--- src/rtl/sr_flag_sequencer_pkg.sv ---
`default_nettype none
// ============================================================================
// Module   : sr_flag_sequencer_pkg
// Purpose  : Shared state/op encodings and helpers for the SR flag sequencer.
// Revision : 1.0 - initial release
// ============================================================================
package sr_flag_sequencer_pkg;

  typedef enum logic [2:0] {
    ST_IDLE    = 3'd0,
    ST_DRIVE   = 3'd1,
    ST_HOLD    = 3'd2,
    ST_DONE    = 3'd3,
    ST_CLR     = 3'd4,
    ST_CLRHOLD = 3'd5
  } state_t;

  localparam logic OP_SET = 1'b1;
  localparam logic OP_CLR = 1'b0;

  // (v + 1) mod n without a divider
  function automatic int wrap_inc(input int v, input int n);
    return (v + 1 >= n) ? 0 : v + 1;
  endfunction

endpackage
`default_nettype wire

--- src/rtl/sr_flag_sequencer_rr_picker.sv ---
`default_nettype none
// ============================================================================
// Module   : rr_picker
// Purpose  : Combinational round-robin picker; search starts at ptr, wraps up.
// Revision : 1.0 - initial release
// ============================================================================
module rr_picker #(
  parameter int N  = 4,
  parameter int IW = (N > 1) ? $clog2(N) : 1
) (
  input  logic [N-1:0]  req,
  input  logic [IW-1:0] ptr,
  output logic [N-1:0]  win,
  output logic [IW-1:0] win_idx
);

  int            w_cand;
  logic [IW-1:0] w_cand_idx;
  logic          w_found;

  always_comb begin
    win        = '0;
    win_idx    = '0;
    w_found    = 1'b0;
    w_cand     = 0;
    w_cand_idx = '0;
    for (int i = 0; i < N; i++) begin
      w_cand = int'(ptr) + i;
      if (w_cand >= N) begin
        w_cand = w_cand - N;
      end
      w_cand_idx = IW'(w_cand);
      if (!w_found && req[w_cand_idx]) begin
        w_found         = 1'b1;
        win[w_cand_idx] = 1'b1;
        win_idx         = w_cand_idx;
      end
    end
  end

endmodule
`default_nettype wire

--- src/rtl/sr_flag_sequencer.sv ---
`default_nettype none
// ============================================================================
// Module   : sr_flag_sequencer
// Purpose  : Serialises set/clear requests onto an SR latch bank, never S&R.
// Revision : 1.0 - initial release
// ============================================================================
module sr_flag_sequencer
  import sr_flag_sequencer_pkg::*;
#(
  parameter int NREQ  = 4,
  parameter int NFLAG = 8,
  parameter int IDXW  = 3
) (
  input  logic                 clk,
  input  logic                 reset_n,
  input  logic [NREQ-1:0]      req,
  input  logic [NREQ-1:0]      op,
  input  logic [NREQ*IDXW-1:0] idx,
  input  logic                 clr_all,
  output logic [NREQ-1:0]      gnt,
  output logic [NFLAG-1:0]     s_vec,
  output logic [NFLAG-1:0]     r_vec,
  output logic [NFLAG-1:0]     q_shadow,
  output logic                 busy
);

  localparam int c_PTRW = $clog2(NREQ);

  state_t              r_state;
  state_t              w_state_nxt;
  logic [c_PTRW-1:0]   r_ptr;
  logic [c_PTRW-1:0]   r_win;
  logic [NREQ-1:0]     r_win_oh;
  logic                r_op;
  logic [IDXW-1:0]     r_idx;
  logic                r_clr_pend;
  logic [NFLAG-1:0]    r_q;

  logic [NREQ-1:0]     w_win_oh;
  logic [c_PTRW-1:0]   w_win_idx;
  logic [IDXW-1:0]     w_idx_sel;
  logic                w_op_sel;
  logic                w_redundant;
  logic                w_take;

  rr_picker #(
    .N  (NREQ),
    .IW (c_PTRW)
  ) u_picker (
    .req     (req),
    .ptr     (r_ptr),
    .win     (w_win_oh),
    .win_idx (w_win_idx)
  );

  assign w_idx_sel = idx[w_win_idx*IDXW +: IDXW];
  assign w_op_sel  = op[w_win_idx];
  // Out-of-range targets have no latch to drive, so they complete as no-ops
  assign w_redundant = (int'(w_idx_sel) >= NFLAG) || (r_q[w_idx_sel] == w_op_sel);

  always_ff @(posedge clk or negedge reset_n) begin
    if (!reset_n) begin
      r_state <= ST_IDLE;
    end else begin
      r_state <= w_state_nxt;
    end
  end

  always_comb begin
    w_state_nxt = r_state;
    w_take      = 1'b0;
    case (r_state)
      ST_IDLE: begin
        if (r_clr_pend || clr_all) begin
          w_state_nxt = ST_CLR;
        end else if (|req) begin
          w_take      = 1'b1;
          w_state_nxt = w_redundant ? ST_DONE : ST_DRIVE;
        end
      end
      ST_DRIVE:   w_state_nxt = ST_HOLD;
      ST_HOLD:    w_state_nxt = ST_DONE;
      ST_DONE:    w_state_nxt = ST_IDLE;
      ST_CLR:     w_state_nxt = ST_CLRHOLD;
      ST_CLRHOLD: w_state_nxt = ST_IDLE;
      default:    w_state_nxt = ST_IDLE;
    endcase
  end

  // Drives decode straight from state so an async reset drops them at once
  always_comb begin
    gnt   = '0;
    s_vec = '0;
    r_vec = '0;
    case (r_state)
      ST_DRIVE: begin
        if (r_op == OP_SET) begin
          s_vec[r_idx] = 1'b1;
        end else begin
          r_vec[r_idx] = 1'b1;
        end
      end
      ST_DONE: gnt   = r_win_oh;
      ST_CLR:  r_vec = '1;
      default: ;
    endcase
  end

  always_ff @(posedge clk or negedge reset_n) begin
    if (!reset_n) begin
      r_ptr      <= '0;
      r_win      <= '0;
      r_win_oh   <= '0;
      r_op       <= OP_CLR;
      r_idx      <= '0;
      r_clr_pend <= 1'b0;
      r_q        <= '0;
    end else begin
      // A pulse landing in CLR itself is kept, so it triggers a further clear
      if (r_state == ST_CLR) begin
        r_clr_pend <= clr_all;
      end else begin
        r_clr_pend <= r_clr_pend | clr_all;
      end
      if (w_take) begin
        r_win    <= w_win_idx;
        r_win_oh <= w_win_oh;
        r_op     <= w_op_sel;
        r_idx    <= w_idx_sel;
      end
      if (r_state == ST_DRIVE) begin
        r_q[r_idx] <= r_op;
      end
      if (r_state == ST_CLR) begin
        r_q <= '0;
      end
      if (r_state == ST_DONE) begin
        r_ptr <= c_PTRW'(wrap_inc(int'(r_win), NREQ));
      end
    end
  end

  assign q_shadow = r_q;
  assign busy     = (r_state != ST_IDLE);

endmodule
`default_nettype wire
--- config.mk ---
export PLATFORM = sky130hd
export DESIGN_NAME = sr_flag_sequencer
export DESIGN_NICKNAME = d
export VERILOG_FILES = /design/src/rtl/sr_flag_sequencer_pkg.sv /design/src/rtl/sr_flag_sequencer_rr_picker.sv /design/src/rtl/sr_flag_sequencer.sv
export SDC_FILE = /design/constraint.sdc
export NUM_CORES = 1
export LEC_CHECK = 0
export CAP_MARGIN = 10
export CORE_MARGIN = 3
export CORE_UTILIZATION = 60
export DETAILED_ROUTE_END_ITERATION = 6
export DONT_BUFFER_PORTS = 1
export GPL_TIMING_DRIVEN = 0
export PLACE_DENSITY = 0.76
export SLEW_MARGIN = 20
export SYNTH_ARGS = -nofsm -noshare
export SYNTH_HDL_FRONTEND = slang
export SYNTH_SLANG_ARGS = --single-unit
--- constraint.sdc ---
create_clock -name clk -period 5.3 [get_ports clk]
set_input_delay 0.53 -clock clk [delete_from_list [all_inputs] [get_ports clk]]
set_output_delay 0.53 -clock clk [all_outputs]
set_load 0.01 [all_outputs]
# Yosys cells after proc, flatten, opt, wreduce, memory -nomap -nowiden
# Index checks and enable logic that the tools add are counted.
dict set report totals {
  inputBits 23
  regBits 24
}
dict set report classes {
  n_mux 54
  multipliers 1
  addsub 8
  shifts 1
  n_eq_ne 6
  reduce_logical 16
  n_bitwise 4
  n_lt_le_gt_ge 17
}
# cell n
set ops {}
lappend ops {{2-to-1 mux 8 bit} 5}
lappend ops {{2-to-1 mux 2 bit} 10}
lappend ops {{2-to-1 mux 4 bit} 5}
lappend ops {{2-to-1 mux 1 bit} 18}
lappend ops {{one-hot mux 8 bit (2 select lines)} 1}
lappend ops {{< comparator 2 x 3 -> 1 bit, second input constant} 5}
lappend ops {{>= comparator 3 bit, second input constant} 4}
lappend ops {{bitwise OR 4 bit} 3}
lappend ops {{one-hot mux 3 bit (4 select lines)} 1}
lappend ops {{indexed part select 12 x 5 -> 3 bit} 1}
lappend ops {{binary-select mux 1 bit (select 2 bit)} 5}
lappend ops {{bitwise mux 8 bit} 1}
lappend ops {{demux 1 bit (select 2 bit)} 4}
lappend ops {{>= comparator 2 x 1 -> 1 bit, second input constant} 4}
lappend ops {{logical AND 1 bit} 8}
lappend ops {{< comparator 3 x 4 -> 1 bit, second input constant} 2}
lappend ops {{subtractor 2 x 1 -> 2 bit, second input constant} 4}
lappend ops {{adder 2 x 1 -> 3 bit, second input constant} 2}
lappend ops {{adder 2 x 2 -> 3 bit, second input constant} 2}
lappend ops {{equality test 3 x 2 -> 1 bit, second input constant} 2}
lappend ops {{2-to-1 mux 3 bit} 2}
lappend ops {{multiplier 2 x 2 -> 4 bit, second input constant} 1}
lappend ops {{OR reduction 4 bit} 1}
lappend ops {{binary-select mux 1 bit (select 3 bit)} 1}
lappend ops {{other kinds (13)} 15}

# Depth between registers and ports, before layout
# Gate-level depths: netlist (run 1).
dict set report depth {
  ltp_word 23
  depth_mapped 14
}

# Modules after synthesis
# Synthesis (run 1) repeated with hierarchy kept, for this count alone.
dict set report hier_totals {
  hier_cells 190
  area_unflattened_um2 1801.7
}
# mod instances cells_each area_each_um2
set modules_own_cells {}
lappend modules_own_cells {sr_flag_sequencer 1 125 1312.5}
lappend modules_own_cells {rr_picker 1 65 489.2}

# Worst setup path before layout (run 1)
# OpenSTA, ideal clock, no wires.
dict set report synth_timing {
  path_kind {reg-to-reg}
  start {register r_ptr[0]}
  end {register r_state[1]}
  t_required_ns 5.165
  period_less_slack_ns 2.917
  path_buffers 3
  path_slack_ns 2.383
  stages_incl_launch_ff 15
  t_arrival_ns 2.782
  cell_sequence {dfrtp_1 -> buf_6 -> buf_6 -> inv_1 -> ha_1 -> buf_2 -> nor3_1 -> o21ai_2 -> o21a_1 -> o211a_2 -> nor2_4 -> mux2_4 -> o211ai_2 -> o21a_1 -> o221ai_2}
}
dict set report synth_between {
  elab_chain_len 23
  word_cells_on_any_way 47
}
# item line_no
set synth_rtl {}
lappend synth_rtl {{from (decl)} sr_flag_sequencer.sv:31} ;# logic [c_PTRW-1:0] r_ptr;
lappend synth_rtl {{from (signal assigned)} sr_flag_sequencer.sv:138} ;# r_ptr <= c_PTRW'(wrap_inc(int'(r_win), NREQ));
lappend synth_rtl {{parallel branches: the longest is 13 deep, another holds adder 2 x 1 -> 3 bit} -}
lappend synth_rtl {{2-to-1 mux 2 bit (*)} sr_flag_sequencer_rr_picker.sv:33} ;# if (!w_found && req[w_cand_idx]) begin
lappend synth_rtl {{multiplier 2 x 2 -> 4 bit} sr_flag_sequencer.sv:56} ;# assign w_idx_sel = idx[w_win_idx*IDXW +: IDXW];
lappend synth_rtl {{indexed part select 12 x 5 -> 3 bit} sr_flag_sequencer.sv:56}
lappend synth_rtl {{binary-select mux 1 bit (select 3 bit)} sr_flag_sequencer.sv:59} ;# assign w_redundant = (int'(w_idx_sel) >= NFLAG) || (r_q[w_idx_sel] == w_op_sel);
lappend synth_rtl {{2-to-1 mux 1 bit (implied by the code)} sr_flag_sequencer.sv:59}
lappend synth_rtl {{equality test 1 bit (*)} sr_flag_sequencer.sv:59}
lappend synth_rtl {{2-to-1 mux 2 bit (*)} sr_flag_sequencer.sv:78} ;# w_state_nxt = w_redundant ? ST_DONE : ST_DRIVE;
lappend synth_rtl {{2-to-1 mux 3 bit (*)} sr_flag_sequencer.sv:76} ;# end else if (|req) begin
lappend synth_rtl {{2-to-1 mux 3 bit (*)} sr_flag_sequencer.sv:74} ;# if (r_clr_pend || clr_all) begin
lappend synth_rtl {{one-hot mux 3 bit (4 select lines) (*)} sr_flag_sequencer.sv:72} ;# case (r_state)
lappend synth_rtl {{to (signal assigned)} sr_flag_sequencer.sv:65} ;# r_state <= w_state_nxt;
lappend synth_rtl {{to (decl)} sr_flag_sequencer.sv:29} ;# state_t r_state;
# Every way passes the cells marked *. The select of a mux whose other input is x is not followed.
# A chain may end at the register's enable or synchronous reset.

# Worst setup path after layout (run 1)
# Ends and elaborated chain as after synthesis.

==> metrics, run 1 <==
Total GRT Usage 22.7%; H-tree Lvls 1; synthesized area 1980 sq um; Synth warnings 0; Comb pwr share 65.9%; Power Total 1.27 mW; clock buffer depth 2; Max Slew Vio Count 0; crit path time final 3.21 ns; Overflow after GRT 0; post-synthesis net count 252; power density over cell area 615 nW/um^2; sequential element share of the synthesized area 30.4%; Post-layout nets 258; Setup crit end kind flip-flop; Post-Place Cell Area 2030 sq um; worst-skew pair later-pin latency 0.31 ns; die width 63.4 um; Area Growth Syn to Fin 4.87%; row cnt 20; Hold Path Class input port to asynchronous set/reset pin; status complete, no violations; Worst IR Drop VDD 0.308 mV; Critical Path Most Common Cell buf_6; GP Congestion 0.855; layout cells sized above 1 16.6%; setup violators final 0; Slew HR 44.3%; PortBufs 0; RSZ-0062 raised after global routing no; die area 4020 sq um; CP required 5.51 ns; setup TNS 0 ns; Post-CTS Setup Inserts 0; Avg WL per Cell 16.5 um; register area 601 sq um; Starting Density 63.7%; Vias 1693; crit path from r_ptr[0]$_DFFE_PN0N_; Final ANT Viol Nets 0; P_leak 0.885 nW; DRC 0; Slew @ Worst Pin 0.824 ns; Fillers 274; Max Fclk 311 MHz; number of synthesized register bits 24; first-pass GRT wire length 7490 um; Crit Path Max Fanout 10; vias in the first global route 1606; asr flop ratio synth 100%; area of the multi-input gates 1280 sq um; routed vias/inst 6.20; TritonCTS Buffers 3; DR iter-0 viols 150; Pre-antenna DRT Iters 4; core area 3100 sq um; Internal 0.641 mW; clock transition at the registers of the reported paths 0.14 ns; CP Cell Sequence buf_6 > buf_6 > inv_1 > ha_1 > buf_2 > nor2_1 > o31ai_4 > a21boi_0 > mux2_4 > mux2_2 > o2111ai_1 > o221ai_2; Psw 0.634 mW; Detailed Route WL 4510 um; endpoints failing hold 0; CP Launch Type flip-flop; Avg Inst Size Synth 8.83 sq um; post-detail-place hpwl 3540 um; fin crit share 60.7%; I/O pin count 52; slowest CP cell dfrtp_1; Crit path arrival time 3.42 ns; Synth Flop Type dfrtp_1; initial antenna violation count 0; Netlist cell types 52; ant diodes 0; EDFF count, synth 0; max incr delay on CP 0.42 ns; CTS tree built; root buffer cell clkbuf_4; # clock sinks 24; largest net degree at the start of global routing 25; number of max-cap violations 0; Clock power frac 7.7%; Die Y 63.4 um; Worst Setup Path Type flip-flop to flip-flop; design area 2070 sq um; Switching Fraction 49.7%; R2R Path Start r_ptr[0]$_DFFE_PN0N_; worst clock skew 0.00379 ns; Synth Instances 224; sequential share of power 26.4%
-- sequential cells by signal, indices dropped and copies added (netlist names) --
signal and cells:
q_shadow 8, r_clr_pend 1, r_idx 3, r_op 1
r_ptr 2, r_state 3, r_win 2, r_win_oh 4
-- metrics by stage --
| stage | util, % | hold slack (ns) | cells | setup slack [ns] |
|---|---|---|---|---|
| 6_report | 66.8 | 0.170 | 273 | 2.09 |
| 5_1_grt | 66.8 | 0.193 | 273 | 1.87 |
| 4_1_cts | 67.0 | 0.303 | 273 | 2.08 |
| 3_5_place_dp | 65.5 | 0.235 | 268 | 2.11 |
| 3_3_place_gp | 65.5 | 0.235 | 268 | 2.14 |
| 2_1_floorplan | - | 0.234 | 224 | 2.38 |
-- path summary, 6_finish.rpt --
check | depth (start not counted) | end | slack (ns)
worst max register to register | 12 | r_state[1]$_DFFE_PN0P_ | 2.09
worst min-delay path | 1 | q_shadow[4]$_DFFE_PN0P_ | 0.17
worst max-delay path | 12 | r_state[1]$_DFFE_PN0P_ | 2.09
worst min register to register | 2 | r_win_oh[1]$_DFFE_PN0P_ | 0.49
max in group asynchronous | 1 | r_win[0]$_DFFE_PN0P_ | 4.78
min in group clk | 1 | r_clr_pend$_DFF_PN0_ | 0.31
-- timing repair --
| action | CTS | global route |
|---|---|---|
| endpoints found under the hold margin | 24 | 0 |
| setup endpoints to repair | 0 | 0 |
| hold buffers | 1 | 0 |
| resized for setup | 0 | 0 |
-- Yosys cell counts, types with 2 or more instances --
cell,number,share of area (%)
mux2_2,2,1.1
nand2b_1,6,1.9
o21a_1,2,0.76
mux2_4,6,4.6
and2_1,13,4.1
mux2i_1,8,4.1
clkbuf_1,4,0.76
nand2_1,23,4.4
o211ai_2,2,1.3
a221oi_1,4,1.8
ha_1,5,3.2
o21ai_0,14,3.5
a22oi_1,4,1.5
buf_2,5,1.3
a21oi_1,3,0.76
o221ai_2,2,1.5
buf_6,3,1.7
o41ai_1,2,0.89
inv_1,6,1.1
a21o_1,2,0.76
or2_2,2,0.63
or3_1,3,0.95
nor2_1,38,7.2
nand3_1,5,1.3
a31oi_1,2,0.63
dfrtp_1,24,30
nor3_1,4,1.0
o31ai_1,6,2.3
-- cells in the final DEF, fill, tap and decap left out, types with 2 or more instances in the layout --
cell type	Yosys	final
o31ai_1	6	6
buf_2	5	6
inv_1	6	6
or2_2	2	2
a21oi_1	3	3
nand3_1	5	5
a221oi_1	4	4
mux2_2	2	2
mux2i_1	8	8
o21a_1	2	2
o21ai_0	14	14
buf_6	3	3
a31oi_1	2	2
o41ai_1	2	2
nand2_1	23	23
clkbuf_4	0	3
nor2_1	38	38
or3_1	3	3
nor3_1	4	4
o211ai_2	2	2
and2_1	13	13
nand2b_1	6	6
a22oi_1	4	4
a21o_1	2	2
dfrtp_1	24	24
ha_1	5	5
o221ai_2	2	2
clkbuf_1	4	4
mux2_4	6	6
-- per-layer routing --
metal	wire length [um]	vias up	track usage, %
met1	2090	812	31.0
met4	18	0	3.23
met3	257	2	2.67
li1	-	813	-
met2	2150	66	39.2
met5	0	-	0
-- power groups by stage --
stage	logic (mW)	registers, mW	clock network, mW
after floorplan	0.694	0.321	0
after global placement	0.795	0.334	0
after detailed placement	0.826	0.341	0
after CTS	0.833	0.337	0.0974
after global routing	0.928	0.349	0.110
final	0.840	0.337	0.0981
-- worst max-delay path: cells and delay by family (launching register included) --
family / cells / cell delay (ns)
multiplexers: 2 / 0.68
AND/OR/NAND/NOR: 1 / 0.26
AO/OA/AOI/OAI: 4 / 0.84
adder cells (fa/ha/maj): 1 / 0.29
flip-flops: 1 / 0.42
buffers and inverters: 4 / 0.61
-- final cells by class --
| cell class | count | area share (%) |
|---|---|---|
| Multi-Input combinational cell | 182 | 61.7 |
| Sequential cell | 24 | 29.0 |
| Buffer | 12 | 3.56 |
| Tap cell | 44 | 2.66 |
| Clock buffer | 4 | 1.75 |
| Inverter | 6 | 1.09 |
| Timing Repair Buffer | 1 | 0.241 |
-- logic make-up after synthesis --
family                   share of synthesized area, %
AND/OR/NAND/NOR                                  23.9
AO/OA/AOI/OAI                                    26.3
flip-flops                                       30.4
buffers and inverters                            4.87
multiplexers                                     11.5
adder cells (fa/ha/maj)                          3.16
No activity file was read; power rests on OpenSTA's default activity.
==> run 2, diff against run 1 <==
- clock period: 5.3 -> 3.1 ns (I/O delays scaled with it)
==> run 2 against run 1 <==
  * First-iteration DRC count grew 2.7%
  * Clock skew grew 0.0021 ns
  * Routed wire length grew 4.2%
  * Critical path type unchanged
  * Largest power group unchanged
  * Fmax grew 9.6%
  * Critical endpoint unchanged
==> metrics, run 2 (synthesis results as in run 1) <==
Area Growth Syn to Fin 10.2%; design area 2180 sq um (+5.1%); setup TNS 0 ns (unchanged); Total GRT Usage 22.8% (+0.15 points); layout cells sized above 1 21.8% (+5.2 points); Post-layout nets 268 (+3.9%); Max Fclk 341 MHz (+9.6%); final worst slack 0.167 ns (-1.92 ns); slowest CP cell dfrtp_1; Slew HR 47.2% (+2.9 points); power density over cell area 1080 nW/um^2 (+75%); Die Y 63.4 um (unchanged); P_leak 0.942 nW (+6.4%); # clock sinks 24 (unchanged); clock buffer depth 2 (unchanged); worst clock skew 0.00592 ns (+0.00213 ns); die width 63.4 um (unchanged); largest net degree at the start of global routing 25 (unchanged); Setup crit end kind flip-flop; H-tree Lvls 1 (unchanged); post-detail-place hpwl 3540 um (unchanged); Starting Density 63.7% (unchanged); number of max-cap violations 0 (unchanged); Vias 1750 (+3.4%); row cnt 20 (unchanged); DR iter-0 viols 154 (+2.7%); GP Congestion 0.855 (unchanged); PortBufs 0 (unchanged); CP required 3.31 ns (-2.20 ns); setup violators final 0 (unchanged); Fillers 260 (-5.1%); Pre-antenna DRT Iters 4 (unchanged); routed vias/inst 6.18 (-0.29%); register area 601 sq um (unchanged); commonest non-fill, non-tap cell in the layout nor2_1; Avg WL per Cell 16.6 um (+0.53%); die area 4020 sq um (unchanged); Reg2Reg Setup Slack 0.17 ns (-1.92 ns); Worst Setup Path Type flip-flop to flip-flop; Power Total 2.35 mW (+84%); worst setup path end r_state[1]$_DFFE_PN0P_; CP Cell Sequence buf_6 > inv_1 > ha_1 > buf_6 > mux2i_1 > o221ai_2 > a21bo_4 > a211oi_4 > nor2_4 > mux2_4 > o211ai_2 > o21a_1 > o221ai_2; worst-skew pair later-pin latency 0.32 ns (about the same); Worst IR Drop VDD 0.551 mV (+79%); TritonCTS Buffers 3 (unchanged); core area 3100 sq um (unchanged); first-pass GRT wire length 7510 um (+0.28%); most frequent cells in the layout 37 x nor2_1, 24 x dfrtp_1, 23 x nand2_1, 14 x o21ai_0, 13 x and2_1; DRC 0 (unchanged); Worst R2R Path Depth 13 (+1); worst slack, placed -0.0897 ns (-2.20 ns); fin crit share 94.6% (+34 points); RR Endpoint r_state[1]$_DFFE_PN0P_; R2R Path Start r_ptr[1]$_DFFE_PN0N_; Crit Path Max Fanout 9 (-1); Overflow after GRT 0 (unchanged); RSZ-0062 raised after global routing no; crit path time final 2.93 ns (-0.282 ns); vias in the first global route 1627 (+1.3%); Final ANT Viol Nets 0 (unchanged); root buffer cell clkbuf_4; ant diodes 0 (unchanged); clock transition at the registers of the reported paths 0.14 ns (about the same); Hold Path Class input port to flip-flop; hold_ws 0.0767 ns (-0.0937 ns); I/O pin count 52 (unchanged); endpoints failing hold 0 (unchanged); dpl cells 268 (unchanged); Detailed Route WL 4700 um (+4.2%); Post-Place Cell Area 2030 sq um (unchanged); max FFs per register 8 (unchanged); Max Slew Vio Count 0 (unchanged); status complete, no violations; Slew @ Worst Pin 0.782 ns (-0.0427 ns); area of the multi-input gates 1310 sq um (+2.0%); initial antenna violation count 0 (unchanged); CP Launch Type flip-flop; fin cells 283 (+3.7%); max incr delay on CP 0.41 ns (about the same); Util after Layout 70.2% (+3.4 points); Crit path arrival time 3.14 ns (-0.28 ns); CTS tree built; crit path from r_ptr[1]$_DFFE_PN0N_
[run 2: worst min path at each step]
stage / startpoint / end / cells after the start
after floorplan: reset_n / q_shadow[0]$_DFFE_PN0P_ / 0
after global placement: reset_n / r_win_oh[2]$_DFFE_PN0P_ / 0
after detailed placement: reset_n / r_win_oh[2]$_DFFE_PN0P_ / 0
after CTS: clr_all / r_clr_pend$_DFF_PN0_ / 1
after global routing: clr_all / r_clr_pend$_DFF_PN0_ / 1
final: clr_all / r_clr_pend$_DFF_PN0_ / 1
[run 2: worst max-delay path: cells and delay by family, from the launching register on]
| family | cells | cell delay [ns] |
|---|---|---|
| AOI/OAI and AO/OA | 6 | 1.19 |
| adders and majority gates | 1 | 0.29 |
| buffers and inverters | 3 | 0.40 |
| DFF | 1 | 0.41 |
| muxes | 2 | 0.45 |
| and+or+nand+nor | 1 | 0.09 |
[run 2: area by class of cell]
class                      count  area share, %
clock buffer                   4           1.67
sequential                    24           27.6
timing repair buffer          12           4.14
tap                           44           2.53
inverter                       6           1.03
buffer                        11           3.16
multi-input combinational    182           59.9
[run 2: where the power goes]
part	switching, mW	internal [mW]	total, mW	leakage (nW)
combinational	0.909	0.697	1.61	0.610
clock	0.0968	0.0719	0.169	0.0210
sequential	0.132	0.440	0.572	0.311
total	1.14	1.21	2.35	0.942
[run 2: repair_timing]
item,4_1_cts,5_1_grt
setup buffers,1,9
gates resized for setup,3,6
cloned,0,0
pin swaps,0,4
endpoints found under the setup margin,1,1
hold endpoints to repair,24,24
hold buffers,1,1
[run 2: per-layer routing]
| metal | routed length, um | GRT usage [%] | up-vias |
|---|---|---|---|
| met1 | 2050 | 31.5 | 823 |
| li1 | - | - | 835 |
| met3 | 314 | 2.85 | 11 |
| met4 | 78 | 4.85 | 0 |
| met5 | 0 | 0 | - |
| met2 | 2260 | 38.3 | 81 |
